$ cat config.mk
export PLATFORM = sky130hd
export DESIGN_NAME = pipe_hazard_ctrl_flat
export DESIGN_NICKNAME = d
export VERILOG_FILES = /design/src/rtl/pipe_hazard_ctrl_pkg.sv /design/src/rtl/pipe_hazard_ctrl_if.sv /design/src/rtl/pipe_hazard_ctrl_hazard_detect.sv /design/src/rtl/pipe_hazard_ctrl.sv /design/src/flat_wrapper.sv
export SDC_FILE = /design/constraint.sdc
export NUM_CORES = 1
export LEC_CHECK = 0
export ABC_CLOCK_PERIOD_IN_PS = 2900
export CORE_MARGIN = 3
export CORE_UTILIZATION = 45
export DETAILED_ROUTE_END_ITERATION = 10
export PLACE_DENSITY_LB_ADDON = 0.1
export SYNTH_ARGS = -nofsm -noshare
export SYNTH_HDL_FRONTEND = slang
export SYNTH_SLANG_ARGS = --single-unit
export TNS_END_PERCENT = 50
$ cat constraint.sdc
create_clock -name clk -period 2.9 [get_ports clk]
set_input_delay 0.435 -clock clk [delete_from_list [all_inputs] [get_ports clk]]
set_output_delay 0.435 -clock clk [all_outputs]
set_load 0.03 [all_outputs]
$ cat src/rtl/pipe_hazard_ctrl_pkg.sv
// Shared definitions for the pipeline sequencer and the CSR unit:
// FSM state encoding, next-PC source codes, bus-error cause and
// the latch-control bundle with its canned settings.
package pipe_ctrl_pkg;

    typedef enum logic [1:0] {
        ST_RUN      = 2'd0,
        ST_MEM_WAIT = 2'd1,
        ST_TRAP     = 2'd2
    } state_t;

    localparam logic [1:0] PCSEL_SEQ   = 2'd0;
    localparam logic [1:0] PCSEL_BR    = 2'd1;
    localparam logic [1:0] PCSEL_MTVEC = 2'd2;
    localparam logic [1:0] PCSEL_MEPC  = 2'd3;

    // Exception cause reported to the CSR unit when a data access times out
    localparam logic [3:0] EXC_BUS_ERR = 4'd5;

    typedef struct packed {
        logic       en_pc;
        logic       en_if_id;
        logic       en_id_ex;
        logic       en_ex_mem;
        logic       en_mem_wb;
        logic       flush_if_id;
        logic       flush_id_ex;
        logic       flush_ex_mem;
        logic       flush_mem_wb;
        logic [1:0] pc_sel;
        logic       bus_err;
    } ctrl_t;

    // Free-running pipeline: everything advances, sequential fetch
    function automatic ctrl_t ctrl_pass();
        ctrl_t c;
        c           = '0;
        c.en_pc     = 1'b1;
        c.en_if_id  = 1'b1;
        c.en_id_ex  = 1'b1;
        c.en_ex_mem = 1'b1;
        c.en_mem_wb = 1'b1;
        c.pc_sel    = PCSEL_SEQ;
        return c;
    endfunction

    // Trap entry/return: squash every younger instruction, redirect PC
    function automatic ctrl_t ctrl_trap(input logic [1:0] sel);
        ctrl_t c;
        c              = ctrl_pass();
        c.flush_if_id  = 1'b1;
        c.flush_id_ex  = 1'b1;
        c.flush_ex_mem = 1'b1;
        c.flush_mem_wb = 1'b1;
        c.pc_sel       = sel;
        return c;
    endfunction

    // Data-memory wait: freeze up to EX/MEM, feed bubbles into WB
    function automatic ctrl_t ctrl_freeze();
        ctrl_t c;
        c              = ctrl_pass();
        c.en_pc        = 1'b0;
        c.en_if_id     = 1'b0;
        c.en_id_ex     = 1'b0;
        c.en_ex_mem    = 1'b0;
        c.flush_mem_wb = 1'b1;
        return c;
    endfunction

    // Taken branch: kill the two wrong-path instructions
    function automatic ctrl_t ctrl_branch();
        ctrl_t c;
        c             = ctrl_pass();
        c.flush_if_id = 1'b1;
        c.flush_id_ex = 1'b1;
        c.pc_sel      = PCSEL_BR;
        return c;
    endfunction

    // Load-use: hold fetch/decode, bubble into EX
    function automatic ctrl_t ctrl_load_use();
        ctrl_t c;
        c             = ctrl_pass();
        c.en_pc       = 1'b0;
        c.en_if_id    = 1'b0;
        c.flush_id_ex = 1'b1;
        return c;
    endfunction

    // Cycle after a trap redirect: drop the fetch issued before the redirect
    function automatic ctrl_t ctrl_trap_exit();
        ctrl_t c;
        c             = ctrl_pass();
        c.flush_if_id = 1'b1;
        c.flush_id_ex = 1'b1;
        return c;
    endfunction

endpackage

$ cat src/rtl/pipe_hazard_ctrl_if.sv
// Hazard-control bundle between the pipeline datapath and the sequencer.
// master = datapath side, slave = pipe_hazard_ctrl.
interface pipe_hazard_ctrl_if;

    logic [4:0] rs1_ID;
    logic [4:0] rs2_ID;
    logic       use_rs1_ID;
    logic       use_rs2_ID;
    logic [4:0] rd_EX;
    logic       MemRead_EX;
    logic       branch_taken_EX;
    logic       mem_req_MEM;
    logic       mem_ack;
    logic [3:0] exp_vector_MEM;
    logic       mret_MEM;

    logic       en_PC;
    logic       en_IF_ID;
    logic       en_ID_EX;
    logic       en_EX_MEM;
    logic       en_MEM_WB;
    logic       flush_IF_ID;
    logic       flush_ID_EX;
    logic       flush_EX_MEM;
    logic       flush_MEM_WB;
    logic [1:0] pc_sel;
    logic       bus_err;

    modport master (
        output rs1_ID, rs2_ID, use_rs1_ID, use_rs2_ID, rd_EX, MemRead_EX,
               branch_taken_EX, mem_req_MEM, mem_ack, exp_vector_MEM, mret_MEM,
        input  en_PC, en_IF_ID, en_ID_EX, en_EX_MEM, en_MEM_WB,
               flush_IF_ID, flush_ID_EX, flush_EX_MEM, flush_MEM_WB,
               pc_sel, bus_err
    );

    modport slave (
        input  rs1_ID, rs2_ID, use_rs1_ID, use_rs2_ID, rd_EX, MemRead_EX,
               branch_taken_EX, mem_req_MEM, mem_ack, exp_vector_MEM, mret_MEM,
        output en_PC, en_IF_ID, en_ID_EX, en_EX_MEM, en_MEM_WB,
               flush_IF_ID, flush_ID_EX, flush_EX_MEM, flush_MEM_WB,
               pc_sel, bus_err
    );

endinterface

$ cat src/rtl/pipe_hazard_ctrl_hazard_detect.sv
// Load-use detector: a load in EX whose destination is read by the
// instruction in ID. x0 never creates a dependency.
module hazard_detect (
    input  logic [4:0] rs1_ID,
    input  logic [4:0] rs2_ID,
    input  logic       use_rs1_ID,
    input  logic       use_rs2_ID,
    input  logic [4:0] rd_EX,
    input  logic       MemRead_EX,
    output logic       load_use
);

    logic hit_rs1;
    logic hit_rs2;

    // Compare the load destination against each source actually read
    always_comb begin
        hit_rs1  = use_rs1_ID && (rs1_ID == rd_EX);
        hit_rs2  = use_rs2_ID && (rs2_ID == rd_EX);
        load_use = MemRead_EX && (rd_EX != 5'd0) && (hit_rs1 || hit_rs2);
    end

endmodule

$ cat src/rtl/pipe_hazard_ctrl.sv
// Central sequencer for the five-stage pipeline latches: enables,
// bubbles, next-PC source, memory-timeout trap and performance counters.
module pipe_hazard_ctrl
    import pipe_ctrl_pkg::*;
#(
    parameter int unsigned MEM_TIMEOUT = 16,
    parameter int unsigned CNT_W       = 32
) (
    input  logic             clk,
    input  logic             rst_n,
    pipe_hazard_ctrl_if.slave hz,
    output logic [CNT_W-1:0] stall_cnt,
    output logic [CNT_W-1:0] flush_cnt
);

    localparam int unsigned WCNT_W = $clog2(MEM_TIMEOUT + 1);
    localparam logic [WCNT_W-1:0] WCNT_LAST = WCNT_W'(MEM_TIMEOUT - 1);

    state_t            state, state_nx;
    logic [WCNT_W-1:0] wcnt, wcnt_nx;

    logic   load_use;
    logic   exc_pend;
    logic   trap_req;
    logic   mem_stall;
    ctrl_t  run_ctrl;
    state_t run_nx;
    logic   run_wload;
    ctrl_t  ctrl;

    hazard_detect u_hazard_detect (
        .rs1_ID     (hz.rs1_ID),
        .rs2_ID     (hz.rs2_ID),
        .use_rs1_ID (hz.use_rs1_ID),
        .use_rs2_ID (hz.use_rs2_ID),
        .rd_EX      (hz.rd_EX),
        .MemRead_EX (hz.MemRead_EX),
        .load_use   (load_use)
    );

    // Priority decode of a normal running cycle (also reused on wait release)
    always_comb begin
        exc_pend  = (hz.exp_vector_MEM != 4'd0);
        trap_req  = exc_pend || hz.mret_MEM;
        mem_stall = hz.mem_req_MEM && !hz.mem_ack;
        run_ctrl  = ctrl_pass();
        run_nx    = ST_RUN;
        run_wload = 1'b0;
        if (trap_req) begin
            run_ctrl = ctrl_trap(exc_pend ? PCSEL_MTVEC : PCSEL_MEPC);
            run_nx   = ST_TRAP;
        end else if (mem_stall) begin
            run_ctrl  = ctrl_freeze();
            run_nx    = ST_MEM_WAIT;
            run_wload = 1'b1;
        end else if (hz.branch_taken_EX) begin
            run_ctrl = ctrl_branch();
        end else if (load_use) begin
            run_ctrl = ctrl_load_use();
        end
    end

    // Next-state, wait counter and latch-control selection per FSM state
    always_comb begin
        ctrl     = ctrl_pass();
        state_nx = state;
        wcnt_nx  = '0;
        unique case (state)
            ST_RUN: begin
                ctrl     = run_ctrl;
                state_nx = run_nx;
                wcnt_nx  = run_wload ? WCNT_W'(1) : '0;
            end
            ST_MEM_WAIT: begin
                if (hz.mem_ack) begin
                    ctrl     = run_ctrl;
                    state_nx = run_nx;
                end else if (wcnt >= WCNT_LAST) begin
                    ctrl         = ctrl_trap(PCSEL_MTVEC);
                    ctrl.bus_err = 1'b1;
                    state_nx     = ST_TRAP;
                end else begin
                    ctrl    = ctrl_freeze();
                    wcnt_nx = wcnt + WCNT_W'(1);
                end
            end
            ST_TRAP: begin
                ctrl     = ctrl_trap_exit();
                state_nx = ST_RUN;
            end
            default: begin
                ctrl     = ctrl_pass();
                state_nx = ST_RUN;
            end
        endcase
    end

    // Drive the latch-control outputs from the selected bundle
    always_comb begin
        hz.en_PC        = ctrl.en_pc;
        hz.en_IF_ID     = ctrl.en_if_id;
        hz.en_ID_EX     = ctrl.en_id_ex;
        hz.en_EX_MEM    = ctrl.en_ex_mem;
        hz.en_MEM_WB    = ctrl.en_mem_wb;
        hz.flush_IF_ID  = ctrl.flush_if_id;
        hz.flush_ID_EX  = ctrl.flush_id_ex;
        hz.flush_EX_MEM = ctrl.flush_ex_mem;
        hz.flush_MEM_WB = ctrl.flush_mem_wb;
        hz.pc_sel       = ctrl.pc_sel;
        hz.bus_err      = ctrl.bus_err;
    end

    // State and wait-counter registers
    always_ff @(posedge clk or negedge rst_n) begin
        if (!rst_n) begin
            state <= ST_RUN;
            wcnt  <= '0;
        end else begin
            state <= state_nx;
            wcnt  <= wcnt_nx;
        end
    end

    // Saturating stall / flush performance counters
    always_ff @(posedge clk or negedge rst_n) begin
        if (!rst_n) begin
            stall_cnt <= '0;
            flush_cnt <= '0;
        end else begin
            if (!ctrl.en_pc && (stall_cnt != '1)) begin
                stall_cnt <= stall_cnt + 1'b1;
            end
            if ((ctrl.flush_if_id || ctrl.flush_id_ex ||
                 ctrl.flush_ex_mem || ctrl.flush_mem_wb) && (flush_cnt != '1)) begin
                flush_cnt <= flush_cnt + 1'b1;
            end
        end
    end

endmodule
$ cat src/flat_wrapper.sv
// flat-port wrapper written by rule: the top's interface ports become plain ports
module pipe_hazard_ctrl_flat import pipe_ctrl_pkg::*;
#(
    parameter int unsigned MEM_TIMEOUT = 16,
    parameter int unsigned CNT_W       = 32
)
  (clk, rst_n, stall_cnt, flush_cnt, hz_rs1_ID, hz_rs2_ID, hz_use_rs1_ID, hz_use_rs2_ID, hz_rd_EX, hz_MemRead_EX, hz_branch_taken_EX, hz_mem_req_MEM, hz_mem_ack, hz_exp_vector_MEM, hz_mret_MEM, hz_en_PC, hz_en_IF_ID, hz_en_ID_EX, hz_en_EX_MEM, hz_en_MEM_WB, hz_flush_IF_ID, hz_flush_ID_EX, hz_flush_EX_MEM, hz_flush_MEM_WB, hz_pc_sel, hz_bus_err);
  pipe_hazard_ctrl_if hz_i ();
  input  logic clk;
  input  logic rst_n;
  output logic [CNT_W-1:0] stall_cnt;
  output logic [CNT_W-1:0] flush_cnt;
  input wire logic [$bits(hz_i.rs1_ID)-1:0] hz_rs1_ID;
  input wire logic [$bits(hz_i.rs2_ID)-1:0] hz_rs2_ID;
  input wire logic [$bits(hz_i.use_rs1_ID)-1:0] hz_use_rs1_ID;
  input wire logic [$bits(hz_i.use_rs2_ID)-1:0] hz_use_rs2_ID;
  input wire logic [$bits(hz_i.rd_EX)-1:0] hz_rd_EX;
  input wire logic [$bits(hz_i.MemRead_EX)-1:0] hz_MemRead_EX;
  input wire logic [$bits(hz_i.branch_taken_EX)-1:0] hz_branch_taken_EX;
  input wire logic [$bits(hz_i.mem_req_MEM)-1:0] hz_mem_req_MEM;
  input wire logic [$bits(hz_i.mem_ack)-1:0] hz_mem_ack;
  input wire logic [$bits(hz_i.exp_vector_MEM)-1:0] hz_exp_vector_MEM;
  input wire logic [$bits(hz_i.mret_MEM)-1:0] hz_mret_MEM;
  output wire logic [$bits(hz_i.en_PC)-1:0] hz_en_PC;
  output wire logic [$bits(hz_i.en_IF_ID)-1:0] hz_en_IF_ID;
  output wire logic [$bits(hz_i.en_ID_EX)-1:0] hz_en_ID_EX;
  output wire logic [$bits(hz_i.en_EX_MEM)-1:0] hz_en_EX_MEM;
  output wire logic [$bits(hz_i.en_MEM_WB)-1:0] hz_en_MEM_WB;
  output wire logic [$bits(hz_i.flush_IF_ID)-1:0] hz_flush_IF_ID;
  output wire logic [$bits(hz_i.flush_ID_EX)-1:0] hz_flush_ID_EX;
  output wire logic [$bits(hz_i.flush_EX_MEM)-1:0] hz_flush_EX_MEM;
  output wire logic [$bits(hz_i.flush_MEM_WB)-1:0] hz_flush_MEM_WB;
  output wire logic [$bits(hz_i.pc_sel)-1:0] hz_pc_sel;
  output wire logic [$bits(hz_i.bus_err)-1:0] hz_bus_err;
  assign hz_i.rs1_ID = hz_rs1_ID;
  assign hz_i.rs2_ID = hz_rs2_ID;
  assign hz_i.use_rs1_ID = hz_use_rs1_ID;
  assign hz_i.use_rs2_ID = hz_use_rs2_ID;
  assign hz_i.rd_EX = hz_rd_EX;
  assign hz_i.MemRead_EX = hz_MemRead_EX;
  assign hz_i.branch_taken_EX = hz_branch_taken_EX;
  assign hz_i.mem_req_MEM = hz_mem_req_MEM;
  assign hz_i.mem_ack = hz_mem_ack;
  assign hz_i.exp_vector_MEM = hz_exp_vector_MEM;
  assign hz_i.mret_MEM = hz_mret_MEM;
  assign hz_en_PC = hz_i.en_PC;
  assign hz_en_IF_ID = hz_i.en_IF_ID;
  assign hz_en_ID_EX = hz_i.en_ID_EX;
  assign hz_en_EX_MEM = hz_i.en_EX_MEM;
  assign hz_en_MEM_WB = hz_i.en_MEM_WB;
  assign hz_flush_IF_ID = hz_i.flush_IF_ID;
  assign hz_flush_ID_EX = hz_i.flush_ID_EX;
  assign hz_flush_EX_MEM = hz_i.flush_EX_MEM;
  assign hz_flush_MEM_WB = hz_i.flush_MEM_WB;
  assign hz_pc_sel = hz_i.pc_sel;
  assign hz_bus_err = hz_i.bus_err;
  pipe_hazard_ctrl #(.MEM_TIMEOUT(MEM_TIMEOUT), .CNT_W(CNT_W)) u_core (.clk(clk), .rst_n(rst_n), .hz(hz_i), .stall_cnt(stall_cnt), .flush_cnt(flush_cnt));
endmodule
==> results.tsv <==
stage	metric	value	unit
status	status	finished clean	
sta	hold_ws	141	ps
cells_and_area	# diodes	0	
clocking	# Post-CTS Setup Buffers	0	
run	Max-Cap Viols	0	
critical_path	arrival time of the worst setup path	2370	ps
floorplan	die area	0.00959	mm^2
floorplan	CORE AREA	0.00797	mm^2
clocking	CTS sink cnt	71	
routing	vias	3333	
clocking	clk buf depth	2	
cells_and_area	Final nets	534	
synthesis	syn avg cell area	10.1	um^2
place	DP Worst Slack	-231	ps
cells_and_area	fill cell count	666	
routing	drt total wl	9370	um
clocking	CTS H-tree lvls	3	
clocking	CTS tree	done	
routing	Wirelength per Cell	15.4	um
sta	max frequency	356	MHz
place	dpl hpwl	6880	um
global_route	vias in the first global route	3162	
power	Switching Fraction	0.338	
sta	Setup WS post-layout	94.7	ps
power	Comb pwr share	0.283	
synthesis	cell count after synthesis	375	
power	switching power	0.958	mW
clocking	clk_lat worst skew	340	ps
sta	Worst-Margin Slew	718	ps
synthesis	yosys synthesis warning count	0	
critical_path	WP data required	2470	ps
power	VDD IR-drop max	602	uV
sta	fin crit period	2810	ps
global_route	first-pass GRT wire length	15500	um
synthesis	post-synthesis register bit count	71	
min_path	Worst Hold Class	in2async	
sta	Slew headroom	0.521	
routing	DR vias/cell	5.47	
sta	Final Slew Violations	0	
floorplan	die width	97.9	um
floorplan	# rows	32	
synthesis	sequential fraction of the synthesis area	0.467	
clocking	CTS buffer count	9	
synthesis	synth top area cells	dfrtp_1, xnor2_1, xor2_1, nand4_1, nand3_1	
routing	DR DRC count	0	
critical_path	startpoint types	input pin	
cells_and_area	multi-input logic area	0.00192	mm^2
place	Final Wtd Congestion	0.836	
place	port bufs	102	
routing	drt initial violations	178	
clocking	Clock transition at path regs	80	ps
cells_and_area	final core area utilization	0.665	
power	pwr/cell area	536	mW/mm^2
power	Seq pwr share	0.440	
cells_and_area	layout cells sized above 1	0.126	
sta	Final Hold Fails	0	
clocking	Root Driver	clkbuf_8	
critical_path	Crit Path Class	in2out	
clocking	# hold bufs at CTS	0	
sta	final worst-path cycle share	0.967	
power	Final Power	2.84	mW
global_route	All-Layer GR Usage	0.194	
critical_path	CP Capture Type	output port	
synthesis	Yosys top cell area share	0.467	
global_route	largest net degree at the start of global routing	32	
floorplan	I/O Pins	104	
sta	setup repair after global routing missed its margin	false	
global_route	grt ovf	0	
sta	endpoints failing setup	0	
synthesis	syn_nets	407	
global_route	initial antenna violation count	0	
critical_path	Worst Path Max Fanout	4	
synthesis	predominant post-synthesis flop cell	dfrtp_1	
cells_and_area	Layout area overhead	39.3	%
routing	Pre-antenna DRT Iters	4	
power	clock power share	0.277	
synthesis	leading area contributor after synthesis	dfrtp_1	
routing	antenna viol nets, final	0	
cells_and_area	register area	0.00178	mm^2
synthesis	number of synthesized flops with an enable pin	0	
critical_path	worst reg-to-reg setup slack	240	ps
synthesis	ys async rst share	1.00	
power	Int Pwr	1.88	mW
synthesis	Unique masters post-synth	49	
power	Leak	2.08	nW
floorplan	Die Y	97.9	um
synthesis	synthesized area	0.00380	mm^2
floorplan	Initial Util	0.477	
sta	clk_skew	9.94	ps
-- registers in the layout, summed over array words and instances, names as in the netlist --
name	cells
u_core.wcnt	5
u_core.state	2
u_core.stall_cnt	32
u_core.flush_cnt	32
-- cells in the mapped netlist, types with 2 or more instances --
library cell,n
dfrtp_1,71
xnor2_1,46
nand3_1,31
xor2_1,27
nand4_1,25
nand2_1,24
nor2_1,23
nor3_1,19
nor4_1,17
inv_1,11
and3_1,9
and4_1,9
buf_2,6
buf_4,4
clkbuf_1,4
ha_1,4
nor4b_1,4
a211oi_1,3
nand2b_1,3
a21oi_1,2
a41o_1,2
and2_1,2
o21bai_1,2
o22ai_1,2
-- power by group through the flow --
stage	Combinational, mW	Clock, mW	Sequential (mW)
finish	0.803	0.787	1.25
global route	0.858	0.842	1.26
CTS	0.812	0.804	1.25
detailed placement	0.812	0	1.26
global placement	0.802	0	1.26
floorplan	0.259	0	1.44
-- critical path, stage by stage --
cell and delay (ps):
clkdlybuf4s50_1 430, or4_4 570, buf_4 170, a211oi_1 210, a41o_2 300, inv_1 70
buf_4 170
-- timing repair --
action	4_1_cts	5_1_grt
cloned	0	0
resized for setup	9	4
endpoints found under the setup margin	8	2
-- final timing paths --
kind	startpoint	cells after the start	end
setup reg to reg	u_core.wcnt[1]$_DFF_PN0_	11	u_core.flush_cnt[24]$_DFFE_PN0P_
min in group clk	u_core.flush_cnt[12]$_DFFE_PN0P_	1	u_core.flush_cnt[12]$_DFFE_PN0P_
hold reg to reg	u_core.flush_cnt[12]$_DFFE_PN0P_	1	u_core.flush_cnt[12]$_DFFE_PN0P_
hold / removal	rst_n	1	u_core.flush_cnt[20]$_DFFE_PN0P_
setup / recovery	hz_exp_vector_MEM[1]	7	hz_en_PC
max in group asynchronous	rst_n	2	u_core.stall_cnt[13]$_DFFE_PN0P_
-- area by class of cell --
| cell class | count | share of cell area |
|---|---|---|
| clock buffer | 10 | 0.0260 |
| clock inverter | 6 | 0.0113 |
| inverter | 11 | 0.00779 |
| multi-input combinational | 278 | 0.362 |
| sequential | 71 | 0.335 |
| tap | 102 | 0.0241 |
| timing repair buffer | 131 | 0.234 |
-- layer usage --
| layer | GRT usage | up-vias | wire length, um | share of wire |
|---|---|---|---|---|
| li1 | - | 1595 | - | - |
| met4 | 0.0618 | 0 | 118 | 0.013 |
| met3 | 0.0357 | 11 | 602 | 0.064 |
| met5 | 0 | - | 0 | 0 |
| met1 | 0.288 | 1622 | 4520 | 0.48 |
| met2 | 0.287 | 105 | 4130 | 0.44 |
-- through the flow --
step	instances	TNS [ps]	area (um^2)
after CTS	609	0	5290
after global routing	609	0	5300
after global placement	593	-632	5100
final	609	0	5300
after floorplan	375	0	3800
after detailed placement	593	-733	5100
-- cells in the final DEF (no fill, tap or decap), types with 2 or more instances in the layout --
master / instances
clkdlybuf4s50_1: 92
and4_1: 9
clkbuf_8: 10
nand2_1: 24
nor3_1: 18
clkinvlp_4: 2
a21oi_1: 2
nand2b_1: 3
and2_1: 2
o21bai_1: 2
o22ai_1: 2
buf_12: 2
dlygate4sd2_1: 5
ha_1: 4
nor4b_1: 4
dfrtp_1: 71
nor2_1: 23
buf_4: 30
inv_1: 11
nand3_1: 31
clkinv_2: 3
a211oi_1: 3
xor2_1: 27
nand4_1: 25
nor4_1: 16
xnor2_1: 46
and3_1: 9
-- cell families after synthesis --
family,synth area share
AOI/OAI and AO/OA,0.0497
other,0.000986
xor gates and xnor gates,0.168
DFF,0.467
muxes,0.00691
and+or+nand+nor,0.261
adders and majority gates,0.0132
buffers and inverters,0.0336
Note: power is estimated with default switching activity, not from simulation.
